File: src/rtl/mau_pkg.sv
// Shared types for the data-memory access unit: request encodings, FSM states
// and the alignment rule.
package mau_pkg;

  localparam int NUM_LANES = 4;

  // Bit 3 of the encoding marks a store.
  typedef enum logic [3:0] {
    LW   = 4'd0,
    LH   = 4'd1,
    LHU  = 4'd2,
    LB   = 4'd3,
    LBU  = 4'd4,
    LWRR = 4'd5,
    SW   = 4'd8,
    SH   = 4'd9,
    SB   = 4'd10
  } req_type_e;

  typedef enum logic [1:0] {S_IDLE, S_ISSUE, S_WAIT, S_DONE} state_e;

  function automatic logic misaligned(input logic [3:0] t, input logic [1:0] off);
    case (t)
      LW, SW:      return off != 2'b00;
      LH, LHU, SH: return off[0];
      default:     return 1'b0;
    endcase
  endfunction

endpackage

File: src/rtl/mem_access_unit_load_align.sv
// Load result formatting: picks the addressed byte/half and extends it, or
// rotates the whole word for LWRR.
module load_align
  import mau_pkg::*;
(
  input  logic [3:0]  req_type,
  input  logic [1:0]  offset,
  input  logic [31:0] word,
  output logic [31:0] data
);

  logic [7:0]  byte_sel;
  logic [15:0] half_sel;
  logic [63:0] word_x2;

  always_comb begin
    byte_sel = word[{offset, 3'b000} +: 8];
    half_sel = offset[1] ? word[31:16] : word[15:0];
    // Rotate right by 8*offset via a doubled word; offset 0 leaves it unchanged.
    word_x2  = {word, word} >> {offset, 3'b000};
    case (req_type)
      LB:      data = {{24{byte_sel[7]}}, byte_sel};
      LBU:     data = {24'd0, byte_sel};
      LH:      data = {{16{half_sel[15]}}, half_sel};
      LHU:     data = {16'd0, half_sel};
      LWRR:    data = word_x2[31:0];
      default: data = word;
    endcase
  end

endmodule

File: src/rtl/mem_access_unit.sv
// Single-outstanding load/store unit between the datapath and a
// variable-latency word SRAM; stalls the datapath until the access retires.
module mem_access_unit
  import mau_pkg::*;
#(
  parameter int TIMEOUT = 15
) (
  input  logic        clk,
  input  logic        reset,
  input  logic        req_valid,
  output logic        req_ready,
  input  logic [3:0]  req_type,
  input  logic [31:0] req_addr,
  input  logic [31:0] req_wdata,
  output logic        resp_valid,
  output logic [31:0] resp_data,
  output logic        resp_err,
  output logic        stall,
  output logic        mem_en,
  output logic        mem_we,
  output logic [3:0]  mem_be,
  output logic [29:0] mem_addr,
  output logic [31:0] mem_wdata,
  input  logic [31:0] mem_rdata,
  input  logic        mem_ack
);

  localparam int CW = $clog2(TIMEOUT + 1);

  state_e      state, state_nxt;
  logic [3:0]  type_q;
  logic [31:0] addr_q, wdata_q, rdata_q;
  logic        err_q;
  logic [CW-1:0] cnt, cnt_inc;
  logic [NUM_LANES-1:0] be;
  logic [31:0] wdata_lane, align_data;
  logic        issue, done;

  assign cnt_inc = cnt + CW'(1);
  assign issue   = (state == S_ISSUE);
  assign done    = (state == S_DONE);

  always_comb begin
    state_nxt = state;
    case (state)
      S_IDLE:  if (req_valid) state_nxt = misaligned(req_type, req_addr[1:0]) ? S_DONE : S_ISSUE;
      S_ISSUE: state_nxt = S_WAIT;
      S_WAIT:  if (mem_ack || cnt_inc == CW'(TIMEOUT)) state_nxt = S_DONE;
      S_DONE:  state_nxt = S_IDLE;
      default: state_nxt = S_IDLE;
    endcase
  end

  always_ff @(posedge clk or negedge reset) begin
    if (!reset) begin
      state   <= S_IDLE;
      type_q  <= '0;
      addr_q  <= '0;
      wdata_q <= '0;
      rdata_q <= '0;
      err_q   <= 1'b0;
      cnt     <= '0;
    end else begin
      state <= state_nxt;
      case (state)
        S_IDLE: if (req_valid) begin
          type_q  <= req_type;
          addr_q  <= req_addr;
          wdata_q <= req_wdata;
          err_q   <= misaligned(req_type, req_addr[1:0]);
          cnt     <= '0;
        end
        S_WAIT: if (mem_ack) rdata_q <= mem_rdata;
                else begin
                  cnt <= cnt_inc;
                  if (cnt_inc == CW'(TIMEOUT)) err_q <= 1'b1;
                end
        default: ;
      endcase
    end
  end

  // Byte enables and lane replication so the SRAM can write any lane directly.
  always_comb begin
    be         = '1;
    wdata_lane = wdata_q;
    case (type_q)
      LH, LHU:     be = addr_q[1] ? 4'b1100 : 4'b0011;
      SH: begin
        be         = addr_q[1] ? 4'b1100 : 4'b0011;
        wdata_lane = {2{wdata_q[15:0]}};
      end
      LB, LBU:     be = 4'(4'b0001 << addr_q[1:0]);
      SB: begin
        be         = 4'(4'b0001 << addr_q[1:0]);
        wdata_lane = {4{wdata_q[7:0]}};
      end
      default: ;
    endcase
  end

  load_align u_align (
    .req_type (type_q),
    .offset   (addr_q[1:0]),
    .word     (rdata_q),
    .data     (align_data)
  );

  assign req_ready  = (state == S_IDLE);
  assign stall      = (req_ready & req_valid) | issue | (state == S_WAIT);
  assign mem_en     = issue;
  assign mem_we     = issue & type_q[3];
  assign mem_be     = issue ? be : '0;
  assign mem_addr   = issue ? addr_q[31:2] : '0;
  assign mem_wdata  = issue ? wdata_lane : '0;
  assign resp_valid = done;
  assign resp_err   = done & err_q;
  assign resp_data  = (done && !err_q && !type_q[3]) ? align_data : '0;

endmodule

File: config.mk
export PLATFORM = sky130hd
export DESIGN_NAME = mem_access_unit
export DESIGN_NICKNAME = d
export VERILOG_FILES = /design/src/rtl/mau_pkg.sv /design/src/rtl/mem_access_unit_load_align.sv /design/src/rtl/mem_access_unit.sv
export SDC_FILE = /design/constraint.sdc
export NUM_CORES = 1
export LEC_CHECK = 0
export CORE_ASPECT_RATIO = 1.25
export CORE_MARGIN = 1
export CORE_UTILIZATION = 51
export CTS_CLUSTER_DIAMETER = 100
export DETAILED_ROUTE_END_ITERATION = 10
export MAX_ROUTING_LAYER = met4
export PLACE_DENSITY = 0.91
export SLEW_MARGIN = 15
export SYNTH_ARGS = -nofsm -noshare
export SYNTH_HDL_FRONTEND = slang
export SYNTH_SLANG_ARGS = --single-unit
File: constraint.sdc
create_clock -name clk -period 5.3 [get_ports clk]
set_input_delay 1.59 -clock clk [delete_from_list [all_inputs] [get_ports clk]]
set_output_delay 1.59 -clock clk [all_outputs]
set_load 0.02 [all_outputs]
==> impl_metrics.toml, run 1 <==
[power_and_ir_drop]
p_sw_frac = 0.420
power_mw = 5.45
ir_worst_vdd_mv = 0.327
p_comb_frac = 0.563
p_sw_mw = 2.29
seqPwrFrac = 0.309
p_per_area_mw_per_mm2 = 611
pwr-share-clk = 0.128
internal-power_mw = 3.16
p_leak_nw = 3.55

[die]
initial_core_util = 0.528
rows = 45
io_pins = 208
die_w_um = 103
dieHeight_um = 128
die_area_mm2 = 0.0131
core_area_mm2 = 0.0122

[critical_path]
cpPeakStageDelay_ns = 0.67
start_kind = "flop"
cp_slowest_cell = "dfrtp_1"
required_ns = 3.71
crit_family = "buffers and inverters"
crit_fanout = 17
crit_type = "flop to output pin"
path_buf_inv = 2
end_kind = "output pin"
worstPathCellList = "nor4bb_2 -> buf_4 -> and2_1 -> a221oi_1 -> a21o_1 -> a21oi_1 -> clkdlybuf4s50_1"
cp.arrival_ns = 3.20

[timing]
rsz0062_at_grt = "no"
maxSlewViolCount = 0
setup_tns_ns = 0
hold_viol_final = 0
hold-worst-slack_ns = 0.501
fmax_mhz = 209
period_needed_ns = 4.79
setup_violations = 0
clock_skew_ns = 0.00772
slew_headroom = 0.315
period_share = 0.903
worstMarginPinSlew_ns = 1.03

[route]
wire_per_inst_um = 18.5
dr.pass1.iters = 5
drc = 0
viasPerCell = 5.90
drt_iter0_drc = 293
ant_nets = 0
drt_wl_total_um = 17800
vias = 5667

[layout]
regArea_mm2 = 0.00268
layout.nets = 903
fillers = 849
stdcell_count = 961
antenna_cells = 0
postLayoutCoreUtil = 0.729
drive_gt1_frac = 0.199
areaGrowthSynthToFinish_pct = 38.1
multi_input_area_mm2 = 0.00355

[clocking]
clock_latency_ns = 0.35
htreeDepth = 3
post_cts_buffers = 0
cts_sinks = 107
post_cts_resized = 0
cts_made_buffers = 9
clk_path_buf_depth = 2
cts_root_buf = "clkbuf_16"
cts_hold_buf = 0
clk_pin_slew_ns = 0.07
cts_tree = "done"

[synth]
postSynthNetCount = 724
seq_area_frac_synth = 0.415
synth_most_common_cell = "mux2_2"
syn_avg_cell_area_um2 = 10.5
postSynthRegisterBits = 107
yosysWarnings = 0
synth_edf_count = 0
synth_cells = 613
syn_area_mm2 = 0.00645
ys_types = 54
ys_async_sr_fraction = 1.00
yosysTopAreaCell = "dfrtp_1"
synthDominantCellAreaShare = 0.415
synth_ff_type = "dfrtp_1"
synth_commonest_cells = "110 x mux2_2, 107 x dfrtp_1, 50 x nand2_1, 43 x and2_1, 38 x a21oi_1"
yosys-top-cells-area = "dfrtp_1 41%, mux2_2 19%, and2_1 4.2%"

[grt]
grt_pass1_wl_um = 27700
grt-ovfl-total = 0
antenna_found_initial = 0
grt_max_degree = 80
grtUsageTotal = 0.281
grt_pass1_vias = 5658

[placement]
dp.cells = 945
dpl.hpwl_um = 12700
routabilityCongestion = 0.943
io_buffers = 207

[run]
drv_cap = 0

[worst_hold_path]
hold_class = "flop to flop"

[outcome]
outcome = "finished clean"
[per-layer routing]
metal / GRT usage / part of all wire / vias to the layer above
met5: - / 0 / -
met4: 0.0857 / 0.019 / 0
met3: 0.0736 / 0.086 / 43
met2: 0.469 / 0.51 / 305
met1: 0.327 / 0.38 / 2754
li1: - / - / 2565
[stage by stage]
step	area (um^2)	setup slack, ns
6_report	8910	0.515
4_1_cts	8910	0.547
5_1_grt	8910	0.376
3_5_place_dp	8600	0.922
3_3_place_gp	8600	0.918
2_1_floorplan	6450	1.08
[placed cells by master, fill, tap and decap left out, types with 9 or more instances in the layout]
master and count:
buf_4 11, clkbuf_16 9, a22oi_1 13, nand2_1 49, and2_1 43, clkdlybuf4s50_1 206
mux2_2 110, a21boi_0 13, dfrtp_1 106, nand2b_1 9, o211ai_1 11, a21oi_1 38
o21ai_0 30, a21o_1 9, nor2b_1 9, nor2_1 21, mux2i_1 25
[kinds of logic (layout without fill, tap and decap cells)]
family | Yosys count | after routing | share of synthesized area
and+or+nand+nor | 152 | 152 | 0.124
buffers and inverters | 55 | 239 | 0.0372
xor gates and xnor gates | 2 | 2 | 0.00271
DFF | 107 | 107 | 0.415
muxes | 142 | 142 | 0.255
adders and majority gates | 7 | 7 | 0.0136
AOI/OAI and AO/OA | 148 | 148 | 0.152
[final timing paths]
check / start / to / slack [ns] / depth (start not counted)
setup / recovery: type_q[2] / resp_data[11] / 0.51 / 7
hold / removal: addr_q[26] / addr_q[26] / 0.50 / 1
setup reg to reg: state[0] / cnt[2] / 2.95 / 7
hold reg to reg: addr_q[26] / addr_q[26] / 0.50 / 1
max in group asynchronous: reset / wdata_q[24] / 2.89 / 2
min in group asynchronous: reset / rdata_q[2] / 1.41 / 1
[flip-flops by register name (all words and copies together) (netlist names)]
signal	count
err_q	1
state	2
addr_q	32
cnt	4
wdata_q	32
type_q	4
rdata_q	32
[layout make-up]
| type | instances | share of cell area |
|---|---|---|
| clock buffers | 9 | 0.0253 |
| multi-input cells | 451 | 0.399 |
| clock inverters | 7 | 0.00927 |
| repair buffers | 217 | 0.241 |
| well taps | 164 | 0.0230 |
| inverters | 6 | 0.00253 |
| flip-flops and latches | 107 | 0.301 |
[worst register-to-register path, delay by kind of cell (launching register included)]
kind,cells,cell delay (ns)
DFF,1,0.38
and+or+nand+nor,1,0.11
buffers and inverters,2,0.49
adders and majority gates,1,0.35
AOI/OAI and AO/OA,3,0.96
[power by group through the flow]
stage / Sequential (mW) / Clock (mW) / Combinational (mW)
2_1_floorplan: 1.48 / 0 / 2.16
3_5_place_dp: 1.68 / 0 / 3.05
6_report: 1.68 / 0.698 / 3.07
3_3_place_gp: 1.63 / 0 / 2.95
4_1_cts: 1.67 / 0.707 / 3.07
5_1_grt: 1.74 / 0.739 / 3.28
No activity file was read; power rests on OpenSTA's default activity.
==> run 2: changes to the inputs <==
- CORE_UTILIZATION: 51 -> 47
- HOLD_SLACK_MARGIN: not set -> 0.06
- PLACE_DENSITY: 0.91 -> 0.85
- clock period: 5.3 -> 4.45 ns (I/O delays scaled with it)
==> run 2 against run 1 <==
Global-route usage down 2.1 points. Die area up 8.4%. Worst setup slack got worse by 0.34 ns. Total power grew 19%. Cell area grew 0.58%. Utilization decreased by 5.8 points. Register-to-register slack worse by 0.58 ns. Clock skew decreased by 0.0021 ns. Critical path depth decreased by 1. Clock-buffer cell count unchanged. Clock power up 20%. Sequential share of layout area fell by 0.16 points. Critical path type unchanged. Largest cell class unchanged.
==> impl_metrics.toml, run 2 (same netlist as run 1, synthesis figures left out) <==
[outcome]
outcome = "finished clean"

[grt]
grt_pass1_vias = 5641
grt_max_degree = 86
grt_pass1_wl_um = 28000
antenna_found_initial = 0
grtUsageTotal = 0.259
grt-ovfl-total = 0

[layout]
areaGrowthSynthToFinish_pct = 38.9
antenna_cells = 0
largest_registers = "addr_q x32, rdata_q x32, wdata_q x32"
final_common_cell = "clkdlybuf4s50_1"
drive_gt1_frac = 0.207
final_cell_mix = "206 x clkdlybuf4s50_1, 110 x mux2_2, 105 x dfrtp_1"
layout.nets = 907
stdcell_count = 972

[critical_path]
end_kind = "output pin"
r2r-end = "wdata_q[18]"
path_buf_inv = 1
start_kind = "flop"
crit_type = "flop to output pin"
crit_fanout = 15
required_ns = 3.12
crit_family = "simple AND/OR/NAND/NOR gates"
cp.arrival_ns = 2.94
reg2reg_depth = 5
regToRegSetupSlack_ns = 2.37
worstPathCellList = "xnor2_1 -> or3_1 -> o21ai_1 -> and2_1 -> a221o_1 -> clkdlybuf4s50_1"
cp.depth = 6
cpPeakStageDelay_ns = 0.61
timing.rr.start = "state[0]"
cp_slowest_cell = "dfrtp_1"

[route]
dr.pass1.iters = 5
ant_nets = 0
drt_wl_total_um = 17900
vias = 5535
wire_per_inst_um = 18.4
drt_iter0_drc = 360
drc = 0
viasPerCell = 5.69

[die]
rows = 47
dieHeight_um = 133
die_area_mm2 = 0.0142
core_area_mm2 = 0.0133
io_pins = 208
initial_core_util = 0.483
die_w_um = 107

[timing]
fmax_mhz = 234
hold_viol_final = 0
setup_violations = 0
worstMarginPinSlew_ns = 0.854
period_share = 0.961
setup_tns_ns = 0
maxSlewViolCount = 0
slew_headroom = 0.431
rsz0062_at_grt = "no"
period_needed_ns = 4.28
fin_ws_ns = 0.172
clock_skew_ns = 0.00564

[clocking]
cts_hold_buf = 0
clk_pin_slew_ns = 0.08
cts_made_buffers = 9
htreeDepth = 3
cts_sinks = 107
clk_path_buf_depth = 2
post_cts_buffers = 0
cts_root_buf = "clkbuf_16"
cts_tree = "done"
clock_latency_ns = 0.35

[power_and_ir_drop]
p_leak_nw = 3.57
ir_worst_vdd_mv = 0.428
pwr-share-clk = 0.129
internal-power_mw = 3.78
seqPwrFrac = 0.303
p_comb_frac = 0.569
p_sw_mw = 2.72
p_per_area_mw_per_mm2 = 726
p_sw_frac = 0.418

[worst_hold_path]
holdCritStartpoint = "addr_q[2]"
hold_end = "addr_q[2]"
hold_class = "flop to flop"
hold_path_depth = 1

[placement]
dp.cells = 956
place_ws_ns = 0.539
dpl.hpwl_um = 12700
io_buffers = 207
routabilityCongestion = 0.914

[run]
drv_cap = 0
==> run 2: cell count changes in the layout (fill, tap and decap cells not counted), sizes merged <==
cell | previous run | this run
clkinv | 1 | 0
buf | 11 | 15
inv | 9 | 10
==> run 2: area by class of cell <==
type	instances	area (um^2)
Clock buffer	9	225
Clock inverter	7	82.6
Fill cell	1007	4390
Inverter	6	22.5
Multi-Input combinational cell	451	3560
Sequential cell	107	2680
Tap cell	171	214
Timing Repair Buffer	221	2180
==> run 2: stage by stage <==
stage	utilization	hold slack (ns)	area, um^2	total power, mW
6_report	0.671	0.501	8960	6.51
5_1_grt	0.671	0.515	8960	6.88
4_1_cts	0.671	0.503	8950	6.52
3_5_place_dp	0.647	0.486	8640	5.65
3_3_place_gp	0.647	0.481	8640	5.50
2_1_floorplan	-	0.471	6450	4.34
==> run 2: worst max path at each step <==
| stage | from | slack [ns] | end |
|---|---|---|---|
| after floorplan | req_valid | 0.74 | stall |
| after global placement | req_valid | 0.58 | stall |
| after detailed placement | type_q[2] | 0.54 | mem_wdata[17] |
| after CTS | type_q[2] | 0.14 | mem_wdata[17] |
| after global routing | type_q[1] | 0.06 | mem_wdata[29] |
| final | type_q[0] | 0.17 | resp_data[3] |
==> run 2: metal layers <==
metal	vias to the layer above	global-route usage	routed length (um)
met5	-	-	0
met4	0	0.0799	317
met3	31	0.0571	1280
met2	259	0.449	9290
met1	2677	0.296	6970
li1	2568	-	-
==> run 2: worst register-to-register path, cell delays in order, from the launching register on <==
cell and delay (ns):
dfrtp_1 0.38, inv_1 0.10, ha_1 0.26, nand2_2 0.09, buf_4 0.65, mux2_2 0.47
==> run 2: power by group through the flow <==
stage	clock network [mW]	registers, mW	logic, mW
after floorplan	0	1.76	2.57
after global placement	0	1.92	3.58
after detailed placement	0	1.97	3.68
after CTS	0.855	1.96	3.71
after global routing	0.891	2.04	3.95
final	0.838	1.97	3.70
==> run 2: timing repair <==
action,in CTS,in global routing
endpoints found under the setup margin,0,9
endpoints found under the hold margin,0,0
gates resized for setup,0,4
